`src/rtl/adt7420_sample_seq.sv`:
```
// ADT7420 sampling sequencer: one config write after enable, then a periodic
// pointer write plus 2-byte temperature read through a byte-level I2C engine.
module adt7420_sample_seq #(
    parameter int unsigned        INTERVAL  = 100_000_000,
    parameter logic [6:0]         I2C_ADDR  = 7'h4B,
    parameter logic [7:0]         CFG_VALUE = 8'h80,
    parameter int unsigned        MAX_RETRY = 3,
    parameter int unsigned        RETRY_GAP = 1000,
    parameter logic signed [15:0] ALARM_HI  = 16'sh1900,
    parameter logic signed [15:0] ALARM_LO  = 16'sh1680
) (
    input  logic        clk,
    input  logic        rst,
    input  logic        enable_i,
    output logic        txn_req_o,
    output logic [6:0]  txn_addr_o,
    output logic        txn_rd_o,
    output logic [1:0]  txn_len_o,
    output logic [15:0] txn_wdata_o,
    input  logic        txn_ack_i,
    input  logic        txn_done_i,
    input  logic        txn_nack_i,
    input  logic [15:0] txn_rdata_i,
    output logic        temp_tvalid_o,
    output logic [15:0] temp_tdata_o,
    output logic        alarm_o,
    output logic [7:0]  err_count_o,
    output logic        busy_o
);
    localparam int TICK_W  = (INTERVAL > 1) ? $clog2(INTERVAL) : 1;
    localparam int GAP_W   = (RETRY_GAP > 1) ? $clog2(RETRY_GAP) : 1;
    localparam int RETRY_W = $clog2(MAX_RETRY + 1);

    typedef enum logic [3:0] {
        S_IDLE, S_CFG_REQ, S_CFG_WAIT, S_WAIT_TICK, S_PTR_REQ,
        S_PTR_WAIT, S_RD_REQ, S_RD_WAIT, S_BACKOFF
    } state_t;

    state_t              state_q;
    logic [TICK_W-1:0]   tick_q;
    logic [GAP_W-1:0]    gap_q;
    logic [RETRY_W-1:0]  retry_q;
    logic                pending_q;
    logic                cfg_owed_q;
    logic                txn_req_q;
    logic [6:0]          txn_addr_q;
    logic                txn_rd_q;
    logic [1:0]          txn_len_q;
    logic [15:0]         txn_wdata_q;
    logic                tvalid_q;
    logic [15:0]         tdata_q;
    logic                alarm_q;
    logic [7:0]          err_q;
    logic                busy_q;

    logic                tick_wrap_s;
    logic                retry_last_s;
    logic                req_rd_s;
    logic [1:0]          req_len_s;
    logic [15:0]         req_wdata_s;
    state_t              req_next_s;

    assign tick_wrap_s  = (tick_q == TICK_W'(INTERVAL - 1));
    assign retry_last_s = (retry_q == RETRY_W'(MAX_RETRY - 1));

    // Request fields presented by each REQ state and the WAIT state it hands over to
    always_comb begin
        req_rd_s    = 1'b0;
        req_len_s   = 2'd2;
        req_wdata_s = {8'h03, CFG_VALUE};
        req_next_s  = S_CFG_WAIT;
        case (state_q)
            S_PTR_REQ: begin
                req_rd_s    = 1'b0;
                req_len_s   = 2'd1;
                req_wdata_s = 16'h0000;
                req_next_s  = S_PTR_WAIT;
            end
            S_RD_REQ: begin
                req_rd_s    = 1'b1;
                req_len_s   = 2'd2;
                req_wdata_s = 16'h0000;
                req_next_s  = S_RD_WAIT;
            end
            default: begin
                req_rd_s    = 1'b0;
                req_len_s   = 2'd2;
                req_wdata_s = {8'h03, CFG_VALUE};
                req_next_s  = S_CFG_WAIT;
            end
        endcase
    end

    // Sequencer FSM, sample tick, retry/error bookkeeping and all registered outputs
    always_ff @(posedge clk) begin
        if (rst) begin
            state_q     <= S_IDLE;
            tick_q      <= '0;
            gap_q       <= '0;
            retry_q     <= '0;
            pending_q   <= 1'b0;
            cfg_owed_q  <= 1'b0;
            txn_req_q   <= 1'b0;
            txn_addr_q  <= 7'h00;
            txn_rd_q    <= 1'b0;
            txn_len_q   <= 2'd0;
            txn_wdata_q <= 16'h0000;
            tvalid_q    <= 1'b0;
            tdata_q     <= 16'h0000;
            alarm_q     <= 1'b0;
            err_q       <= 8'h00;
            busy_q      <= 1'b0;
        end else begin
            tvalid_q <= 1'b0;
            // A tick that lands while one is already queued is simply lost
            if (tick_wrap_s) begin
                tick_q    <= '0;
                pending_q <= 1'b1;
            end else begin
                tick_q <= tick_q + TICK_W'(1);
            end

            case (state_q)
                S_IDLE: begin
                    if (enable_i) begin
                        cfg_owed_q <= 1'b1;
                        retry_q    <= '0;
                        busy_q     <= 1'b1;
                        state_q    <= S_CFG_REQ;
                    end
                end
                S_WAIT_TICK: begin
                    if (!enable_i) begin
                        state_q <= S_IDLE;
                    end else if (pending_q) begin
                        pending_q <= 1'b0;
                        busy_q    <= 1'b1;
                        state_q   <= cfg_owed_q ? S_CFG_REQ : S_PTR_REQ;
                    end
                end
                S_CFG_REQ, S_PTR_REQ, S_RD_REQ: begin
                    if (txn_req_q) begin
                        if (txn_ack_i) begin
                            txn_req_q <= 1'b0;
                            state_q   <= req_next_s;
                        end
                    end else if (!enable_i) begin
                        busy_q  <= 1'b0;
                        state_q <= S_IDLE;
                    end else begin
                        txn_req_q   <= 1'b1;
                        txn_addr_q  <= I2C_ADDR;
                        txn_rd_q    <= req_rd_s;
                        txn_len_q   <= req_len_s;
                        txn_wdata_q <= req_wdata_s;
                    end
                end
                S_CFG_WAIT, S_PTR_WAIT, S_RD_WAIT: begin
                    if (txn_done_i) begin
                        if (txn_nack_i) begin
                            if (retry_last_s) begin
                                retry_q <= '0;
                                if (err_q != 8'hFF) begin
                                    err_q <= err_q + 8'd1;
                                end
                                busy_q  <= 1'b0;
                                state_q <= S_WAIT_TICK;
                            end else begin
                                retry_q <= retry_q + RETRY_W'(1);
                                gap_q   <= '0;
                                state_q <= S_BACKOFF;
                            end
                        end else if (state_q == S_CFG_WAIT) begin
                            retry_q    <= '0;
                            cfg_owed_q <= 1'b0;
                            tick_q     <= '0;
                            pending_q  <= 1'b1;
                            busy_q     <= 1'b0;
                            state_q    <= S_WAIT_TICK;
                        end else if (state_q == S_PTR_WAIT) begin
                            state_q <= S_RD_REQ;
                        end else begin
                            tdata_q  <= txn_rdata_i;
                            tvalid_q <= 1'b1;
                            retry_q  <= '0;
                            if ($signed(txn_rdata_i) >= ALARM_HI) begin
                                alarm_q <= 1'b1;
                            end else if ($signed(txn_rdata_i) < ALARM_LO) begin
                                alarm_q <= 1'b0;
                            end
                            busy_q  <= 1'b0;
                            state_q <= S_WAIT_TICK;
                        end
                    end
                end
                S_BACKOFF: begin
                    if (gap_q == GAP_W'(RETRY_GAP - 1)) begin
                        state_q <= cfg_owed_q ? S_CFG_REQ : S_PTR_REQ;
                    end else begin
                        gap_q <= gap_q + GAP_W'(1);
                    end
                end
                default: begin
                    busy_q  <= 1'b0;
                    state_q <= S_IDLE;
                end
            endcase
        end
    end

    assign txn_req_o     = txn_req_q;
    assign txn_addr_o    = txn_addr_q;
    assign txn_rd_o      = txn_rd_q;
    assign txn_len_o     = txn_len_q;
    assign txn_wdata_o   = txn_wdata_q;
    assign temp_tvalid_o = tvalid_q;
    assign temp_tdata_o  = tdata_q;
    assign alarm_o       = alarm_q;
    assign err_count_o   = err_q;
    assign busy_o        = busy_q;
endmodule

```
`config.mk`:
```
export PLATFORM = sky130hd
export DESIGN_NAME = adt7420_sample_seq
export DESIGN_NICKNAME = d
export VERILOG_FILES = /design/src/rtl/adt7420_sample_seq.sv
export SDC_FILE = /design/constraint.sdc
export NUM_CORES = 1
export LEC_CHECK = 0
export ABC_AREA = 1
export BUFFER_PORTS_ARGS = -buffer_cell sky130_fd_sc_hd__buf_2
export CORE_MARGIN = 1.5
export CORE_UTILIZATION = 55
export CTS_BUF_LIST = sky130_fd_sc_hd__clkbuf_4 sky130_fd_sc_hd__clkbuf_8
export DETAILED_ROUTE_END_ITERATION = 16
export MAX_ROUTING_LAYER = met4
export PLACE_DENSITY_LB_ADDON = 0.25
export RECOVER_POWER = 100
export SYNTH_ARGS = -nofsm -noshare
export SYNTH_HDL_FRONTEND = slang
export SYNTH_SLANG_ARGS = --single-unit
```
`constraint.sdc`:
```
create_clock -name clk -period 2.4 [get_ports clk]
set_input_delay 0.48 -clock clk [delete_from_list [all_inputs] [get_ports clk]]
set_output_delay 0.48 -clock clk [all_outputs]
set_load 0.1 [all_outputs]
```
# After elaboration in Yosys (flattened, before gate mapping)
# Cells that the tools add are included.
# classes
add_sub_neg,4
n_lt_le_gt_ge,2
n_eq_ne,29
muxes,63
bitwise_logic,7
reduce_logical,17
# op_table
cell,n
27-bit 2-to-1 mux,5
10-bit 2-to-1 mux,5
4-bit 2-to-1 mux,10
27-bit by 1-bit adder with 27-bit output (second input constant),1
27-bit == test (second input constant),1
1-bit 2-to-1 mux,26
2-bit != test (second input constant),12
10-bit one-hot mux with 2 select lines,1
4-bit one-hot mux with 5 select lines,1
5-bit AND reduction,4
4-bit by 3-bit == test with 1-bit output (second input constant),4
16-bit by 14-bit greater-or-equal comparator with 1-bit output (second input constant),1
16-bit by 14-bit less-than comparator with 1-bit output (second input constant),1
2-bit 2-to-1 mux,7
3-bit != test (second input constant),4
6-bit AND reduction,2
10-bit by 1-bit adder with 10-bit output (second input constant),1
10-bit == test (second input constant),1
3-bit 2-to-1 mux,3
9-bit AND reduction,1
8-bit by 1-bit adder with 8-bit output (second input constant),1
4-bit by 2-bit == test with 1-bit output (second input constant),2
8-bit != test (second input constant),1
1-bit inverter,7
16 further kinds,20
# totals
ff_bits,93
out_inout_bits,54
wordCells,138

# Longest topological paths before layout
# Gate-level depths: netlist of the first run.
# logic_depth
word_depth,6
depth_mapped,10

# Worst setup path after synthesis of the first run
# OpenSTA, ideal clock, no wires.
# synth_path
kind,reg2reg
startpoint,reg err_q[0] (netlist: err_count_o[0])
endpoint,reg err_q[2] (netlist: err_count_o[2])
setup_ns,0.119
arrival_time_ns,2.107
required_time_ns,2.281
path_slack_ns,0.173
path_stages_with_launch,10
n_path_buf,1
synth_period_minus_slack_ns,2.227
cell_sequence,dfxtp_1 ha_1 nand3_1 nor2_1 nand2_1 nand3_1 nor2_4 buf_6 a21oi_1 nor2_1
# synth_between
elab_chain_cells,2
word_cells_on_any_way,3
classes_between,add/sub (1); eq/ne (1); reduce/logical (1)
# synth_lines
item,line,text
start: declaration,53,logic [7:0] err_q;
start signal: assignment,164,err_q <= err_q + 8'd1;
branches (longest 2 deep; another with 8-bit by 1-bit adder with 8-bit output),--,
# Parallel ways; which one is timed is not known.
# A chain may end at the register's enable or synchronous reset.

# Final worst setup path of the first run
# layout_path
startpoint,reg err_q[3] (netlist: err_count_o[3])
endpoint,out err_count_o[3]
# layout_lines
item,line,text
end: declaration,27,"output logic [7:0] err_count_o,"
# No word-level cell between the ends.

==> impl_metrics.py, run 1 <==
metrics = {
    "outcome": {
        "status": "finished, final reports clean",
    },
    "timing": {
        "finClkSkew_ns": 0.00831,
        "hold_violations": 0,
        "fmax_mhz": 475,
        "worst_slack_ns": 0.293,
        "finalSetupViolCount": 0,
        "worstMarginPinSlew_ns": 1.20,
        "rsz0062_at_grt": "no",
        "slew_violations": 0,
        "post-route-period-util_pct": 87.8,
        "slew_headroom_pct": 20.4,
        "fin_crit_ns": 2.11,
        "fin_setup_tns_ns": 0,
    },
    "clock_network": {
        "cts_hold_buffers": 0,
        "clockBufferDepth": 2,
        "cts_max_level": 3,
        "cts_setup_buffers": 0,
        "cts_sinks": 78,
        "numCtsBuffers": 9,
        "cts_tree": "built",
        "post_cts_resized": 0,
        "path_clk_slew_ns": 0.08,
        "ctsRootBufferMaster": "clkbuf_8",
        "insertion_delay_ns": 0.35,
    },
    "power": {
        "swShare_pct": 33.5,
        "p_switching_w": 0.000943,
        "ir_drop_v": 0.000451,
        "p_int_w": 0.00188,
        "clock_power_share_pct": 33.8,
        "powerDensity_mw_per_mm2": 630,
        "pwr-share-comb_pct": 18.2,
        "seqPwrFrac_pct": 48.0,
        "power_leakage_nw": 1.93,
    },
    "route": {
        "drt-pass1-iter-count": 4,
        "drt_iter0_drc": 262,
        "drc": 0,
        "drt_wl_total_um": 8800,
        "wl_per_cell_um": 11.6,
        "num_vias": 3844,
        "vias_per_cell": 5.06,
        "antenna_left": 0,
    },
    "critical_path": {
        "start_kind": "register",
        "cp_data_required_time_ns": 1.92,
        "cp_slowest_stage_delay_ns": 0.88,
        "crit_path_end_kind": "output port",
        "worstPathCellList": "clkbuf_1",
        "arrival_ns": 1.63,
        "cp_num_cells": 1,
        "critPathTopFamily": "buffers and inverters",
        "slowest_stage": "clkbuf_1",
        "critPathBufInv": 1,
        "r2r_slack_ns": 0.41,
        "path_class": "register to output port",
        "crit_fanout": 5,
        "ff2ff_path_depth": 9,
    },
    "die": {
        "fp.dieArea_mm2": 0.00794,
        "row_count": 31,
        "initial_core_util_pct": 56.6,
        "die_y_um": 89.1,
        "die_w_um": 89.1,
        "core_area_mm2": 0.00721,
        "io_pins": 76,
    },
    "synth": {
        "ys_seq_area_share_pct": 38.3,
        "postSynth.asyncResetShare_pct": 0,
        "synth_enable_flop_cells": 0,
        "netlist_area_mm2": 0.00408,
        "synth-warning-count": 0,
        "synth_seq_cells": 78,
        "synth_most_common_cell": "nor2_1",
        "yosysTopAreaCell": "dfxtp_1",
        "synth_common_cells": "nor2_1, nand2_1, dfxtp_1",
        "avgSynthCellArea_um2": 6.80,
        "synth.top_cell.area_share_pct": 38.3,
        "syn_inst": 600,
        "synth_cell_types": 35,
        "synthTopCellsByArea": "dfxtp_1, nor2_1, nand2_1",
        "ys.flop_type": "dfxtp_1",
    },
    "global_routing": {
        "grt_util_all_layers_pct": 24.6,
        "grt.overflow.total": 0,
        "antenna_found_initial": 0,
        "grt_pass1_vias": 3452,
        "grt_max_degree": 27,
        "grt_pass1_wl_um": 15000,
    },
    "min_path": {
        "hold_class": "input pin to register",
        "hold_path_depth": 3,
    },
    "cells_and_area": {
        "syn_to_final_growth_pct": 9.63,
        "nFillCells": 710,
        "drive_above_1_share_pct": 8.62,
        "fin_cells": 760,
        "antennaDiodeCount": 0,
        "nNetsFinal": 682,
    },
    "place": {
        "detailed_place_hpwl_um": 6570,
        "globalplace.congestion": 0.899,
        "dp_cells": 745,
        "io_buffer_count": 59,
        "dpl_worst_slack_ns": 0.551,
    },
    "job": {
        "drv_cap": 0,
    },
}
## power groups by stage
| stage | registers [W] | logic, W | clock network [W] |
|---|---|---|---|
| 6_report | 0.00135 | 0.000513 | 0.000953 |
| 5_1_grt | 0.00136 | 0.000551 | 0.00103 |
| 4_1_cts | 0.00135 | 0.000526 | 0.000963 |
| 3_5_place_dp | 0.00138 | 0.000524 | 0 |
| 3_3_place_gp | 0.00138 | 0.000518 | 0 |
| 2_1_floorplan | 0.00147 | 0.000382 | 0 |
## final cells by class
cell class                 count  area (um^2)  share of cell area (%)
clock buffer                   9          124                    2.77
clock inverter                 6         63.8                    1.43
inverter                      59          221                    4.95
multi-input combinational    446         2090                    46.8
sequential                    78         1560                    34.9
tap                           99          124                    2.77
timing repair buffer          63          285                    6.38
## flip-flops by register name, indices dropped and copies added (netlist names)
register	cells
err_count_o	8
alarm_o	1
temp_tvalid_o	1
cfg_owed_q	1
pending_q	1
txn_req_o	1
txn_wdata_o	1
txn_addr_o	1
gap_q	10
txn_len_o	2
busy_o	1
temp_tdata_o	16
retry_q	2
state_q	4
txn_rd_o	1
tick_q	27
## worst min-delay path: stages
cell and delay, ns:
buf_2 0.07, nor2_1 0.03, nor2_1 0.08
## path summary, 6_finish.rpt
| check | startpoint | to |
|---|---|---|
| worst min-delay path | txn_rdata_i[6] | temp_tdata_o[6]$_SDFFE_PP0P_ |
| worst max register to register | state_q[1]$_SDFFE_PP0P_ | err_count_o[5]$_SDFFE_PP0P_ |
| worst min register to register | txn_rd_o$_SDFFE_PP0P_ | txn_rd_o$_SDFFE_PP0P_ |
| worst max-delay path | err_count_o[3]$_SDFFE_PP0P_ | err_count_o[3] |
## layer usage
layer / vias up / track usage, % / routed length, um
met1: 1726 / 32.7 / 4240
met3: 6 / 5.26 / 491
met2: 103 / 37.3 / 3990
met5: - / - / 0
met4: 0 / 8.11 / 75
li1: 2009 / - / -
## cells by family after synthesis
logic type	share of synthesized area [%]
other	0.0919
AND/OR/NAND/NOR	35.2
adder cells (fa/ha/maj)	0.920
buffers and inverters	10.6
AO/OA/AOI/OAI	9.69
flip-flops	38.3
XOR/XNOR	5.15
## stage by stage
| stage | cell area [um^2] | power (W) | hold slack [ns] | util (%) |
|---|---|---|---|---|
| after floorplan | 4140 | 0.00185 | 0.437 | - |
| after global placement | 4370 | 0.00190 | 0.446 | 60.6 |
| after detailed placement | 4370 | 0.00191 | 0.457 | 60.6 |
| after CTS | 4560 | 0.00284 | 0.347 | 63.2 |
| after global routing | 4470 | 0.00294 | 0.349 | 62.0 |
| final | 4470 | 0.00282 | 0.352 | 62.0 |
## layout by cell type (no fill, tap or decap), drive strengths merged, types with 2 or more instances in the layout
master / Yosys / routed
inv: 59 / 57
a21oi: 38 / 38
o21ai: 33 / 33
nor4: 2 / 2
clkinvlp: 0 / 2
nand2: 118 / 118
nand3: 56 / 56
conb: 1 / 16
dfxtp: 78 / 78
clkbuf: 5 / 46
nor3: 8 / 8
nand4: 16 / 16
clkinv: 0 / 5
xnor2: 7 / 7
ha: 3 / 3
buf: 27 / 26
nor2: 122 / 122
xor2: 17 / 17
or2: 3 / 3
Power figures use the tool's default switching activity.
==> run 2: changes to the inputs <==
clock period = 2.2 ns   (was 2.4 ns; I/O delays follow)
==> impl_metrics.py, run 2 (same netlist as run 1, synthesis figures left out) <==
metrics = {
    "clock_network": {
        "cts_sinks": 78,
        "post_cts_resized": 0,
        "cts_setup_buffers": 0,
        "cts_tree": "built",
        "numCtsBuffers": 9,
        "cts_max_level": 3,
        "clockBufferDepth": 2,
        "path_clk_slew_ns": 0.08,
        "cts_hold_buffers": 0,
        "ctsRootBufferMaster": "clkbuf_8",
        "insertion_delay_ns": 0.35,
    },
    "power": {
        "ir_drop_v": 0.000537,
        "powerDensity_mw_per_mm2": 705,
        "p_switching_w": 0.00103,
        "power_leakage_nw": 2.07,
        "seqPwrFrac_pct": 46.0,
        "p_int_w": 0.00219,
        "swShare_pct": 31.9,
        "clock_power_share_pct": 36.4,
        "pwr-share-comb_pct": 17.6,
    },
    "cells_and_area": {
        "largest-register": "tick_q",
        "antennaDiodeCount": 0,
        "final_cell_mix": "nor2_1, nand2_1, dfxtp_1",
        "final_common_cell": "nor2_1",
        "stdcell_area_mm2": 0.00456,
        "drive_above_1_share_pct": 14.3,
        "largest_register_ffs": 27,
        "fin_cells": 762,
        "syn_to_final_growth_pct": 11.7,
        "nFillCells": 694,
        "post-route-util_pct": 63.2,
        "nNetsFinal": 683,
    },
    "min_path": {
        "min_from": "txn_rdata_i[1]",
        "hold_path_depth": 3,
        "hold_class": "input pin to register",
    },
    "route": {
        "antenna_left": 0,
        "drt_wl_total_um": 8850,
        "num_vias": 3906,
        "drc": 0,
        "vias_per_cell": 5.13,
        "drt-pass1-iter-count": 4,
        "wl_per_cell_um": 11.6,
        "drt_iter0_drc": 223,
    },
    "critical_path": {
        "setup.worst_path.start": "state_q[1]$_SDFFE_PP0P_",
        "crit_fanout": 12,
        "start_kind": "register",
        "path_class": "register to register",
        "ff2ff_path_depth": 9,
        "r2r-start": "state_q[1]$_SDFFE_PP0P_",
        "arrival_ns": 2.12,
        "crit_path_end_kind": "register",
        "cp_data_required_time_ns": 2.42,
    },
    "place": {
        "detailed_place_hpwl_um": 6680,
        "placed_area_mm2": 0.00438,
        "globalplace.congestion": 0.887,
        "io_buffer_count": 59,
        "dp_cells": 746,
    },
    "timing": {
        "worstMarginPinSlew_ns": 0.557,
        "fin_setup_tns_ns": 0,
        "rsz0062_at_grt": "no",
        "fin_crit_ns": 1.90,
        "whs_ns": 0.309,
        "slew_violations": 0,
        "finClkSkew_ns": 0.00893,
        "slew_headroom_pct": 63.0,
        "fmax_mhz": 525,
        "hold_violations": 0,
        "finalSetupViolCount": 0,
        "post-route-period-util_pct": 86.5,
    },
    "die": {
        "die_w_um": 89.1,
        "initial_core_util_pct": 56.6,
        "io_pins": 76,
        "fp.dieArea_mm2": 0.00794,
        "die_y_um": 89.1,
        "row_count": 31,
        "core_area_mm2": 0.00721,
    },
    "global_routing": {
        "grt_max_degree": 27,
        "grt_pass1_wl_um": 14800,
        "grt_pass1_vias": 3435,
        "antenna_found_initial": 0,
        "grt.overflow.total": 0,
        "grt_util_all_layers_pct": 24.3,
    },
    "outcome": {
        "status": "finished, final reports clean",
    },
    "job": {
        "drv_cap": 0,
    },
}
-- run 2: cell count changes in the layout (fill, tap and decap cells not counted), moves of 2 or more --
cell      before  now
clkbuf_2       6   38
clkbuf_1      31    1
dfxtp_1       78   76
dfxtp_2        0    2
nor2_1       119  117
nor2_2         2    4
-- run 2: final cells by class --
class / count / area, um^2 / area share (%)
inverter: 59 / 221 / 4.86
clock inverter: 6 / 86.3 / 1.89
multi-input combinational: 446 / 2100 / 46.1
clock buffer: 10 / 131 / 2.88
tap: 99 / 124 / 2.72
sequential: 78 / 1560 / 34.3
timing repair buffer: 64 / 329 / 7.22
-- run 2: routing by layer --
layer  GRT usage [%]  wire length [um]  vias to the layer above  part of all wire, %
met5               -                 0                        -                    0
met1            31.5              4200                     1762                   47
met2            37.7              4030                      114                   46
met3            5.45               509                       12                  5.8
li1                -                 -                     2018                    -
met4            7.69               107                        0                  1.2
-- run 2: metrics by stage --
| stage | setup slack (ns) | power, W |
|---|---|---|
| after floorplan | 0.251 | 0.00202 |
| after global placement | 0.432 | 0.00207 |
| after detailed placement | 0.380 | 0.00208 |
| after CTS | 0.371 | 0.00324 |
| after global routing | 0.114 | 0.00334 |
| final | 0.297 | 0.00321 |
-- run 2: power groups by stage --
stage / sequential (W) / clock, W / combinational [W]
final: 0.00148 / 0.00117 / 0.000566
after global routing: 0.00148 / 0.00125 / 0.000606
after CTS: 0.00148 / 0.00119 / 0.000574
after detailed placement: 0.00151 / 0 / 0.000574
after global placement: 0.00151 / 0 / 0.000567
after floorplan: 0.00161 / 0 / 0.000417
-- run 2: worst paths after layout --
check | end | slack, ns
worst max-delay path | err_count_o[7]$_SDFFE_PP0P_ | 0.30
worst min-delay path | temp_tdata_o[1]$_SDFFE_PP0P_ | 0.31
worst max register to register | err_count_o[7]$_SDFFE_PP0P_ | 0.30
worst min register to register | txn_rd_o$_SDFFE_PP0P_ | 0.47
-- run 2: critical path: stages (launching register included) --
cell and delay, ns:
dfxtp_1 0.46, clkinv_1 0.12, nor2_1 0.14, nand2_1 0.13
nand2_1 0.25, nand2_4 0.10, nor2_4 0.27, inv_1 0.16
nand2_1 0.09, a21oi_1 0.07
